<file path="src/rtl/loop_step_sequencer.sv">
// Purpose: sequencing controller for the 15-bit loop kernel (clear, per-iteration step enables, pause/abort, counts).
// Latency: start edge -> kernel_clr next cycle -> first step_en the cycle after; done one cycle after the last step.
// Backpressure: pause stalls stepping cycle-for-cycle; start is ignored (not queued) while busy or in DONE.
module loop_step_sequencer #(
    parameter int W = 15
) (
    input  logic         clk,
    input  logic         rst,
    input  logic         start,
    input  logic [W-1:0] bound,
    input  logic         selector,
    input  logic         pause,
    input  logic         abort,
    output logic         kernel_clr,
    output logic         step_en,
    output logic         branch_sel,
    output logic [W-1:0] iter,
    output logic [W-1:0] taken_cnt,
    output logic         busy,
    output logic         done,
    output logic         aborted
);

    typedef enum logic [1:0] {
        IDLE  = 2'd0,
        CLEAR = 2'd1,
        RUN   = 2'd2,
        DONE  = 2'd3
    } state_t;

    state_t       state;
    logic [W-1:0] bound_q;
    logic [W-1:0] iter_inc;
    logic [W-1:0] sel_ext;

    assign iter_inc = iter + W'(1);
    assign sel_ext  = {{(W-1){1'b0}}, selector};

    // Step enable and branch select stay combinational so the kernel sees pause/abort in the same cycle.
    always_comb begin
        step_en    = (state == RUN) && !pause && !abort;
        branch_sel = step_en && selector;
    end

    // Control FSM; kernel_clr/busy/done/aborted are flops loaded alongside the next state so they never glitch.
    always_ff @(posedge clk or posedge rst) begin
        if (rst) begin
            state      <= IDLE;
            bound_q    <= '0;
            iter       <= '0;
            taken_cnt  <= '0;
            kernel_clr <= 1'b0;
            busy       <= 1'b0;
            done       <= 1'b0;
            aborted    <= 1'b0;
        end else begin
            kernel_clr <= 1'b0;
            done       <= 1'b0;
            aborted    <= 1'b0;
            case (state)
                IDLE: begin
                    if (start) begin
                        if (bound != '0) begin
                            bound_q    <= bound;
                            kernel_clr <= 1'b1;
                            busy       <= 1'b1;
                            state      <= CLEAR;
                        end else begin
                            // An empty run completes immediately with zero steps counted.
                            iter      <= '0;
                            taken_cnt <= '0;
                            done      <= 1'b1;
                            state     <= DONE;
                        end
                    end
                end
                CLEAR: begin
                    iter      <= '0;
                    taken_cnt <= '0;
                    if (abort) begin
                        busy    <= 1'b0;
                        aborted <= 1'b1;
                        state   <= IDLE;
                    end else begin
                        state <= RUN;
                    end
                end
                RUN: begin
                    if (abort) begin
                        // Abort wins over pause and over a final step; partial counts are kept.
                        busy    <= 1'b0;
                        aborted <= 1'b1;
                        state   <= IDLE;
                    end else if (!pause) begin
                        iter      <= iter_inc;
                        taken_cnt <= taken_cnt + sel_ext;
                        if (iter_inc == bound_q) begin
                            busy  <= 1'b0;
                            done  <= 1'b1;
                            state <= DONE;
                        end
                    end
                end
                DONE: begin
                    state <= IDLE;
                end
                default: begin
                    busy  <= 1'b0;
                    state <= IDLE;
                end
            endcase
        end
    end

endmodule

</file>
<file path="config.mk">
export PLATFORM = sky130hd
export DESIGN_NAME = loop_step_sequencer
export DESIGN_NICKNAME = d
export VERILOG_FILES = /design/src/rtl/loop_step_sequencer.sv
export SDC_FILE = /design/constraint.sdc
export NUM_CORES = 1
export LEC_CHECK = 0
export ABC_AREA = 1
export CAP_MARGIN = 20
export CORE_ASPECT_RATIO = 0.75
export CORE_MARGIN = 3
export CORE_UTILIZATION = 57
export DETAILED_ROUTE_END_ITERATION = 10
export PLACE_DENSITY = 0.86
export SLEW_MARGIN = 20
export SYNTH_ARGS = -nofsm -noshare
export SYNTH_HDL_FRONTEND = slang
export SYNTH_SLANG_ARGS = --single-unit
</file>
<file path="constraint.sdc">
create_clock -name clk -period 2.9 [get_ports clk]
set_input_delay 0.435 -clock clk [delete_from_list [all_inputs] [get_ports clk]]
set_output_delay 0.435 -clock clk [all_outputs]
set_load 0.05 [all_outputs]
</file>
==> out/metrics.csv, run 1 <==
stage,metric,value,unit
logic_synthesis,top-count cell post-synth,nand2_1,
route,DR WL/cell,14.4,µm
finish,fin nets,492,
logic_synthesis,yosys warns,0,
sta,final hold viol count,0,
global_route,largest net degree at the start of global routing,27,
logic_synthesis,Syn Nets,433,
logic_synthesis,post-synth cell types,31,
sta,Max Clock Skew,0.00642,ns
sta,total negative slack,0,ns
sta,Relative slew margins,0.633,
sta,"Min Clock Period, post-route",2.60,ns
clocking,CTS max path bufs,2,
placement,"worst slack, placed",0.445,ns
power,Switching Share,0.413,
logic_synthesis,sequential area share after synthesis,0.418,
setup_path,kind of critical path,reg2out,
die,row cnt,22,
route,met1 WL,3640,µm
power,clock power share,0.186,
clocking,Clock Sinks,51,
logic_synthesis,Post-Syn Instances,405,
setup_path,CP Data Required Time,2.47,ns
route,TritonRoute pass-1 iters,6,
sta,period utilization,0.895,
finish,fillers,393,
logic_synthesis,Post-synth ARST share,1.00,
logic_synthesis,syn avg cell area,7.55,µm²
logic_synthesis,Area contributors post-synth,"dfrtp_1 42%, nand2_1 14%, inv_1 7.0%",
sta,RSZ-0062 raised after global routing,false,
clocking,Clock Latency Late Sink,0.30,ns
min_path,hold crit path type,reg2reg,
placement,Routability Congestion,0.905,
die,Die X,90.6,µm
route,vias after detailed routing,2956,
finish,fraction of layout cells with a size suffix above 1,0.0839,
logic_synthesis,Mapped Area,0.00306,mm²
logic_synthesis,flop and latch count out of synthesis,51,
route,DRC Markers,0,
setup_path,crit path DAT,2.16,ns
route,Max Used Layer,met4,
global_route,vias in the first global route,2653,
route,routed wl met3,757,µm
route,post-route ant nets,0,
global_route,first-pass GRT wire length,12800,µm
power,internal power,0.00141,W
die,Die H,69.4,µm
global_route,final global-route overflow total,0,
sta,final setup margin,0.303,ns
clocking,TritonCTS buffer count,5,
power,Leak,1.72,nW
sta,Final setup viols,0,
clocking,root buffer cell,clkbuf_8,
logic_synthesis,Synth area leader,dfrtp_1,
setup_path,Max Fanout on Critical Path,11,
power,worst IR drop on VDD,0.000491,V
finish,Syn-to-layout area delta,24.4,%
die,Ports,57,
setup_path,crit start category,flip-flop,
sta,fin. max-slew vios,0,
placement,port bufs,56,
finish,Non-Filler Instances,537,
clocking,Clock transition at path regs,0.09,ns
sta,Slew @ Worst Pin,0.549,ns
logic_synthesis,post-synth top area share,0.418,
logic_synthesis,Commonest cells post-synth,"116 x nand2_1, 57 x inv_1, 51 x dfrtp_1",
power,power density over the cells,633,mW/mm²
route,WL final,7740,µm
clocking,hold buffer count at cts,0,
power,Gate power share,0.419,
clocking,CTS H-tree depth,2,
setup_path,CP Capture Type,output pin,
outcome,status,finished clean,
die,core area,0.00504,mm²
power,Net Sw Power,0.000993,W
global_route,number of antenna violations at the first check in global routing,0,
power,sequential power share,0.395,
finish,Diodes inserted,0,
placement,placed cell count,529,
die,Initial Utilization,0.607,
clocking,CTS resizes,0,
logic_synthesis,"EDFF count, synth",0,
run,Max Cap Viol,0,
placement,Detailed Place HPWL,6140,µm
sta,final hold slack,0.481,ns
route,1st-iter DRT viols,362,
route,drt via density,5.50,
finish,Final Core Density,0.755,
global_route,GRT Util Overall,0.251,
sta,Fmax achieved,385,MHz
die,die area,0.00629,mm²
route,WL met2,3260,µm
logic_synthesis,main flop type after synthesis,dfrtp_1,
clocking,Post-CTS Setup Repair Bufs,0,
clocking,CTS tree,yes,
==> final cells by class <==
cell class	instances	area, µm²	area share
clock buffer	8	100	0.0263
inverter	58	218	0.0572
multi-input combinational	288	1520	0.400
sequential	51	1280	0.336
tap	72	90.1	0.0237
timing repair buffer	60	598	0.157
==> flip-flops by register name, summed over array words and instances, names as in the netlist <==
register	count
aborted	1
bound_q	15
taken_cnt	15
iter	15
state	2
done	1
kernel_clr	1
busy	1
==> power groups by stage <==
stage	clock [W]	combinational (W)	sequential [W]
5_1_grt	0.000483	0.00113	0.000968
3_3_place_gp	0	0.000965	0.000957
4_1_cts	0.000449	0.00100	0.000948
2_1_floorplan	0	0.000656	0.00102
3_5_place_dp	0	0.000998	0.000963
6_report	0.000446	0.00101	0.000951
==> layer usage <==
metal,track usage,up-vias
li1,-,1434
met1,0.377,1357
met2,0.364,155
met3,0.0662,10
met4,0.0577,0
met5,0,-
==> logic make-up (layout without fill, tap and decap cells) <==
kind of cell	count (synthesis)	count (layout)	synth area share
and+or+nand+nor	223	223	0.338
buffers and inverters	66	126	0.0864
DFF	51	51	0.418
AOI/OAI and AO/OA	45	45	0.0856
xor gates and xnor gates	10	10	0.0332
adders and majority gates	7	7	0.0287
muxes	3	3	0.0111
==> path summary, 6_finish.rpt <==
path	start	cells after the start	slack [ns]	end
worst max-delay path	state[0]	6	0.30	branch_sel
worst min-delay path	busy	2	0.48	busy
worst max register to register	iter[0]	12	0.53	state[0]
min in group asynchronous	rst	2	0.49	state[1]
worst min register to register	busy	2	0.48	busy
max in group asynchronous	rst	3	1.88	taken_cnt[11]
==> worst max-delay path, stage by stage, from the launching register on <==
cell	delay, ns
dfrtp_1	0.43
inv_1	0.09
ha_1	0.28
inv_1	0.22
nor3_2	0.42
and2_1	0.22
buf_4	0.20
==> metrics by stage <==
step           total power (W)  instance area [µm²]
5_1_grt                0.00258                 3800
3_3_place_gp           0.00192                 3700
3_5_place_dp           0.00196                 3700
6_report               0.00241                 3800
4_1_cts                0.00240                 3800
2_1_floorplan          0.00168                 3060
==> placed cells by master, fill, tap and decap left out, types with 2 or more instances in the layout <==
cell type        netlist  final
o22ai_1               13     13
buf_4                  0      5
nor2_4                 3      3
inv_1                 57     56
nor3_1                 6      5
xnor2_1                2      2
clkbuf_8               1      7
xor2_1                 7      7
o21ai_0               21     21
nand3_1               39     39
a21oi_1                3      3
nor2_2                 8      8
nor4_1                 4      4
nand2_4                2      2
nand4_1               11     11
ha_1                   7      7
inv_2                  1      2
o31ai_1                7      7
nand2_2                5      5
dfrtp_1               51     51
mux2_2                 3      3
clkdlybuf4s50_1        0     54
nand2_1              116    116
nor2_1                24     24
Note: power is estimated with default switching activity, not from simulation.
==> inputs of run 2 (changes only) <==
- SLEW_MARGIN: 20 -> 10
==> results of run 2 <==
No change in the layout: final DEF, timing and power equal those of run 1.
==> patch 1: new RTL, flow settings as in run 1 <==
Change the parameter `W` from 15 to 30.
--- a/src/rtl/loop_step_sequencer.sv
+++ b/src/rtl/loop_step_sequencer.sv
@@ -2,7 +2,7 @@
 // Latency: start edge -> kernel_clr next cycle -> first step_en the cycle after; done one cycle after the last step.
 // Backpressure: pause stalls stepping cycle-for-cycle; start is ignored (not queued) while busy or in DONE.
 module loop_step_sequencer #(
-    parameter int W = 15
+    parameter int W = 30
 ) (
     input  logic         clk,
     input  logic         rst,
Interface: changed (resized bound, iter and taken_cnt); port bits go from 57 to 102. No check against the original RTL was run, so the function may have changed too.
==> patch 1 against run 1 <==
Utilization is essentially flat. Routed wire length grew to 2.7 times the old value. Power grew 110%. Worst setup slack lost 0.12 ns. Fmax shrank 4.3%. Design area grew 110%. Area after synthesis grew 100%. Sequential cell count grew 45. Critical path type is now flip-flop to flip-flop. Highest routed layer unchanged.
==> patch 1: results (changes against run 1) <==
outcome -> completed
Most used DFF post-synth -> dfrtp_1
antenna cells -> 0 (unchanged)
register area share after synthesis -> 38.5% (-3.2 points)
CTS max path bufs -> 2 (unchanged)
TritonCTS buffer count -> 9 (+4)
Setup Skew -> 0.0107 ns (+0.00425 ns)
via count -> 6973 (+140%)
Nets -> 1075 (+120%)
crit path max fanout -> 6 (-5)
worst-skew pair later-pin latency -> 0.35 ns (+0.05 ns)
layout cells sized above 1 -> 7.14% (-1.3 points)
P_leak -> 0.00335 uW (+94%)
GRT Total Usage -> 33.7% (+8.6 points)
dpl cell area -> 7610 sq um (+110%)
VDD IR-drop max -> 0.573 mV (+17%)
H-tree depth -> 3 (+1)
clock transition at the registers of the reported paths -> 0.07 ns (-0.02 ns)
Top Registers -> bound_q x30, iter x30, taken_cnt x30
commonest non-fill, non-tap cell in the layout -> nand2_1
RePlAce Congestion -> 1.03 (+14%)
largest net degree at the start of global routing -> 79 (+190%)
drt first-iter violations -> 854 (+140%)
Hold Path Class -> input port to asynchronous set/reset pin
Routed WL -> 20600 microns (+170%)
Slew @ Worst Pin -> 0.659 ns (+0.110 ns)
Fill cells -> 852 (+120%)
synth cell count leaders -> nand2_1, inv_1, dfrtp_1, nor2_1, nand3_1
Synth cell types -> 34 (+9.7%)
syn avg cell area -> 6.81 sq um (-9.7%)
vias in the first global route -> 6077 (+130%)
post-CTS resize count -> 0 (unchanged)
Port-buffer cells -> 101 (+80%)
Post-CTS Setup Inserts -> 0 (unchanged)
Setup WS pre-CTS -> -0.0189 ns (-0.464 ns)
origin of the worst setup path -> iter[6]
Data arrival, critical path -> 2.95 ns (+0.79 ns)
initial antenna violation count -> 0 (unchanged)
total congestion overflow -> 0 (unchanged)
leading post-synthesis cells by cell area -> dfrtp_1, nand2_1, nand3_1
yosys warns -> 0 (unchanged)
ys async rst share -> 100% (unchanged)
root buffer cell -> clkbuf_16
Placed Cells -> 1157 (+120%)
Via-to-Cell Ratio -> 5.94 (+8.0%)
first-pass GRT wire length -> 32100 microns (+150%)
post-DP HPWL -> 15700 microns (+150%)
Pre-antenna DRT Iters -> 6 (unchanged)
post-synth net total -> 958 (+120%)
[patch 1: changes by cell type after synthesis, sizes merged, moves of 18 or more]
cell          run 1  this run
nor2             36       103
nand3            40        81
dfrtp            51        96
inv              58       103
nand4            11        29
nand2           123       314
o21ai            21        55
[patch 1: cell type report]
type	instances	area, sq um	area share [%]
Clock inverter	4	28.8	0.363
Timing Repair Buffer	128	1280	16.2
Inverter	103	390	4.93
Clock buffer	12	256	3.24
Multi-Input combinational cell	694	3380	42.7
Sequential cell	96	2400	30.4
Tap cell	136	170	2.15
[patch 1: critical path, cell delays in order (launching register included)]
cell,delay [ns]
dfrtp_1,0.49
nand2_1,0.19
nor2_2,0.23
nand2_1,0.10
nor2_2,0.24
nand2_1,0.10
nand2_1,0.09
nand2_1,0.08
nand2_1,0.06
nand2_1,0.09
nor2_1,0.18
nand2_1,0.07
nor2_1,0.19
nand2_1,0.12
o21bai_4,0.18
nand2_1,0.07
nand2_1,0.06
nand2_1,0.04
[patch 1: final timing paths]
kind / end / slack (ns) / cells after the start
min in group clk: busy / 0.51 / 2
max in group asynchronous: iter[20] / 1.68 / 3
hold reg to reg: busy / 0.51 / 2
setup reg to reg: busy / 0.19 / 17
setup / recovery: busy / 0.19 / 17
hold / removal: taken_cnt[23] / 0.45 / 2
[patch 1: cells by family (layout without fill, tap and decap cells)]
family	after synthesis	count (layout)	share of synthesized area, %
muxes	1	1	0.181
xor gates and xnor gates	21	21	3.17
DFF	96	96	38.5
adders and majority gates	7	7	1.40
and+or+nand+nor	566	566	39.7
AOI/OAI and AO/OA	99	99	9.37
buffers and inverters	125	247	7.67
[patch 1: report_power, final]
group | switching, uW | internal, uW | leakage [uW]
Combinational | 1410 | 748 | 0.00193
Clock | 536 | 630 | 0.000135
Sequential | 163 | 1590 | 0.00128
Total | 2110 | 2960 | 0.00335
[patch 1: stage by stage]
step           power [uW]  util [%]
6_report             5070      75.5
5_1_grt              5350      75.5
4_1_cts              5020      75.3
3_5_place_dp         3850      72.6
3_3_place_gp         3820      72.6
2_1_floorplan        3060         -
[patch 1: layer usage]
metal,part of all wire (%),global-route usage [%],vias up
met4,1.6,7.86,0
met2,41,47.3,469
li1,-,-,3242
met1,44,51.0,3224
met5,0,0,-
met3,13,9.95,38
==> patch 2: new RTL, flow settings as in run 1 <==
Without the edit above. Encoding of `state_t`: now Gray code (2 bits for 4 states).
--- a/src/rtl/loop_step_sequencer.sv
+++ b/src/rtl/loop_step_sequencer.sv
@@ -22,10 +22,10 @@
 );
 
     typedef enum logic [1:0] {
-        IDLE  = 2'd0,
-        CLEAR = 2'd1,
-        RUN   = 2'd2,
-        DONE  = 2'd3
+        IDLE  = 2'b00,
+        CLEAR = 2'b01,
+        RUN   = 2'b11,
+        DONE  = 2'b10
     } state_t;
 
     state_t       state;
Function: same outputs for any inputs over 10 cycles, from zero or initial values and one cycle with rst high; not proved beyond that.
==> patch 2 against run 1 <==
Die area increased by 1.9%. Utilization up 0.90 points. Sequential power down 2%. Clock power grew 16%. Routed wire length rose by 4.3%. Worst hold slack better by 0.0057 ns. Design area up 2.3%. Power is 2.4% higher. Worst setup slack gained 0.16 ns. Area after synthesis increased by 2.1%. Clock skew down 0.0038 ns. Critical path depth down 1. Sequential cell count stayed put. Critical endpoint unchanged. Largest power group unchanged. Highest routed layer unchanged.
==> patch 2: results (changes against run 1) <==
outcome -> completed
Multi-input comb cells -> 316 (+9.7%)
clock buffers -> 6 (-2)
layout cells sized above 1 -> 6.97% (-1.4 points)
Nets -> 516 (+4.9%)
post-synth net total -> 458 (+5.8%)
GR Util met1 -> 41.1% (+3.4 points)
R2R cell count -> 16 (+4)
via count -> 3048 (+3.1%)
sequential cell count -> 51 (unchanged)
post-synthesis xor/xnor area fraction -> 2.81% (-0.51 points)
Critical Path Slowest Stage Cell -> nor3_2
largest net degree at the start of global routing -> 32 (+19%)
met1 WL -> 3980 microns (+9.1%)
GRT Total Usage -> 26.3% (+1.2 points)
area of the multi-input gates -> 1610 sq um (+6.1%)
crit path max fanout -> 12 (+1)
routed wl met2 -> 3330 microns (+2.3%)
Synth cell types -> 30 (-3.2%)
fin util -> 76.4% (+0.90 points)
sw frac -> 42.0% (+0.71 points)
r2r setup slk -> 0.61 ns (+0.08 ns)
clock-cell share of area -> 3.02% (+0.39 points)
Synth Area in Adders -> 3.21% (+0.34 points)
Signal buffers -> 59 (-1.7%)
Setup Skew -> 0.00258 ns (-0.00384 ns)
## patch 2: cell count changes after synthesis, moves of 3 or more
cell      change
buf_2         -3
nor2_2        -5
clkbuf_1      +4
nand2_1      +18
o21ai_0       +6
inv_1         -4
mux2_2        -3
nor2_1        +7
## patch 2: power by group through the flow
stage                     Clock, uW  Sequential (uW)  Combinational [uW]
after floorplan                   0              998                 652
after global placement            0              940                 968
after detailed placement          0              944                 988
after CTS                       523              931                1000
after global routing            551              946                1140
final                           519              933                1010
## patch 2: logic make-up after synthesis
logic type | after synthesis
buffers and inverters | 62
AO/OA/AOI/OAI | 56
adder cells (fa/ha/maj) | 8
XOR/XNOR | 10
AND/OR/NAND/NOR | 242
flip-flops | 51
## patch 2: worst max path at each step
stage                         start         end  cells past startpoint
after floorplan            state[0]  branch_sel                      4
after global placement    bound[10]     iter[1]                      8
after detailed placement  bound[10]     iter[3]                      8
after CTS                  state[0]  branch_sel                      5
after global routing       state[0]  branch_sel                      5
final                      state[0]  branch_sel                      5
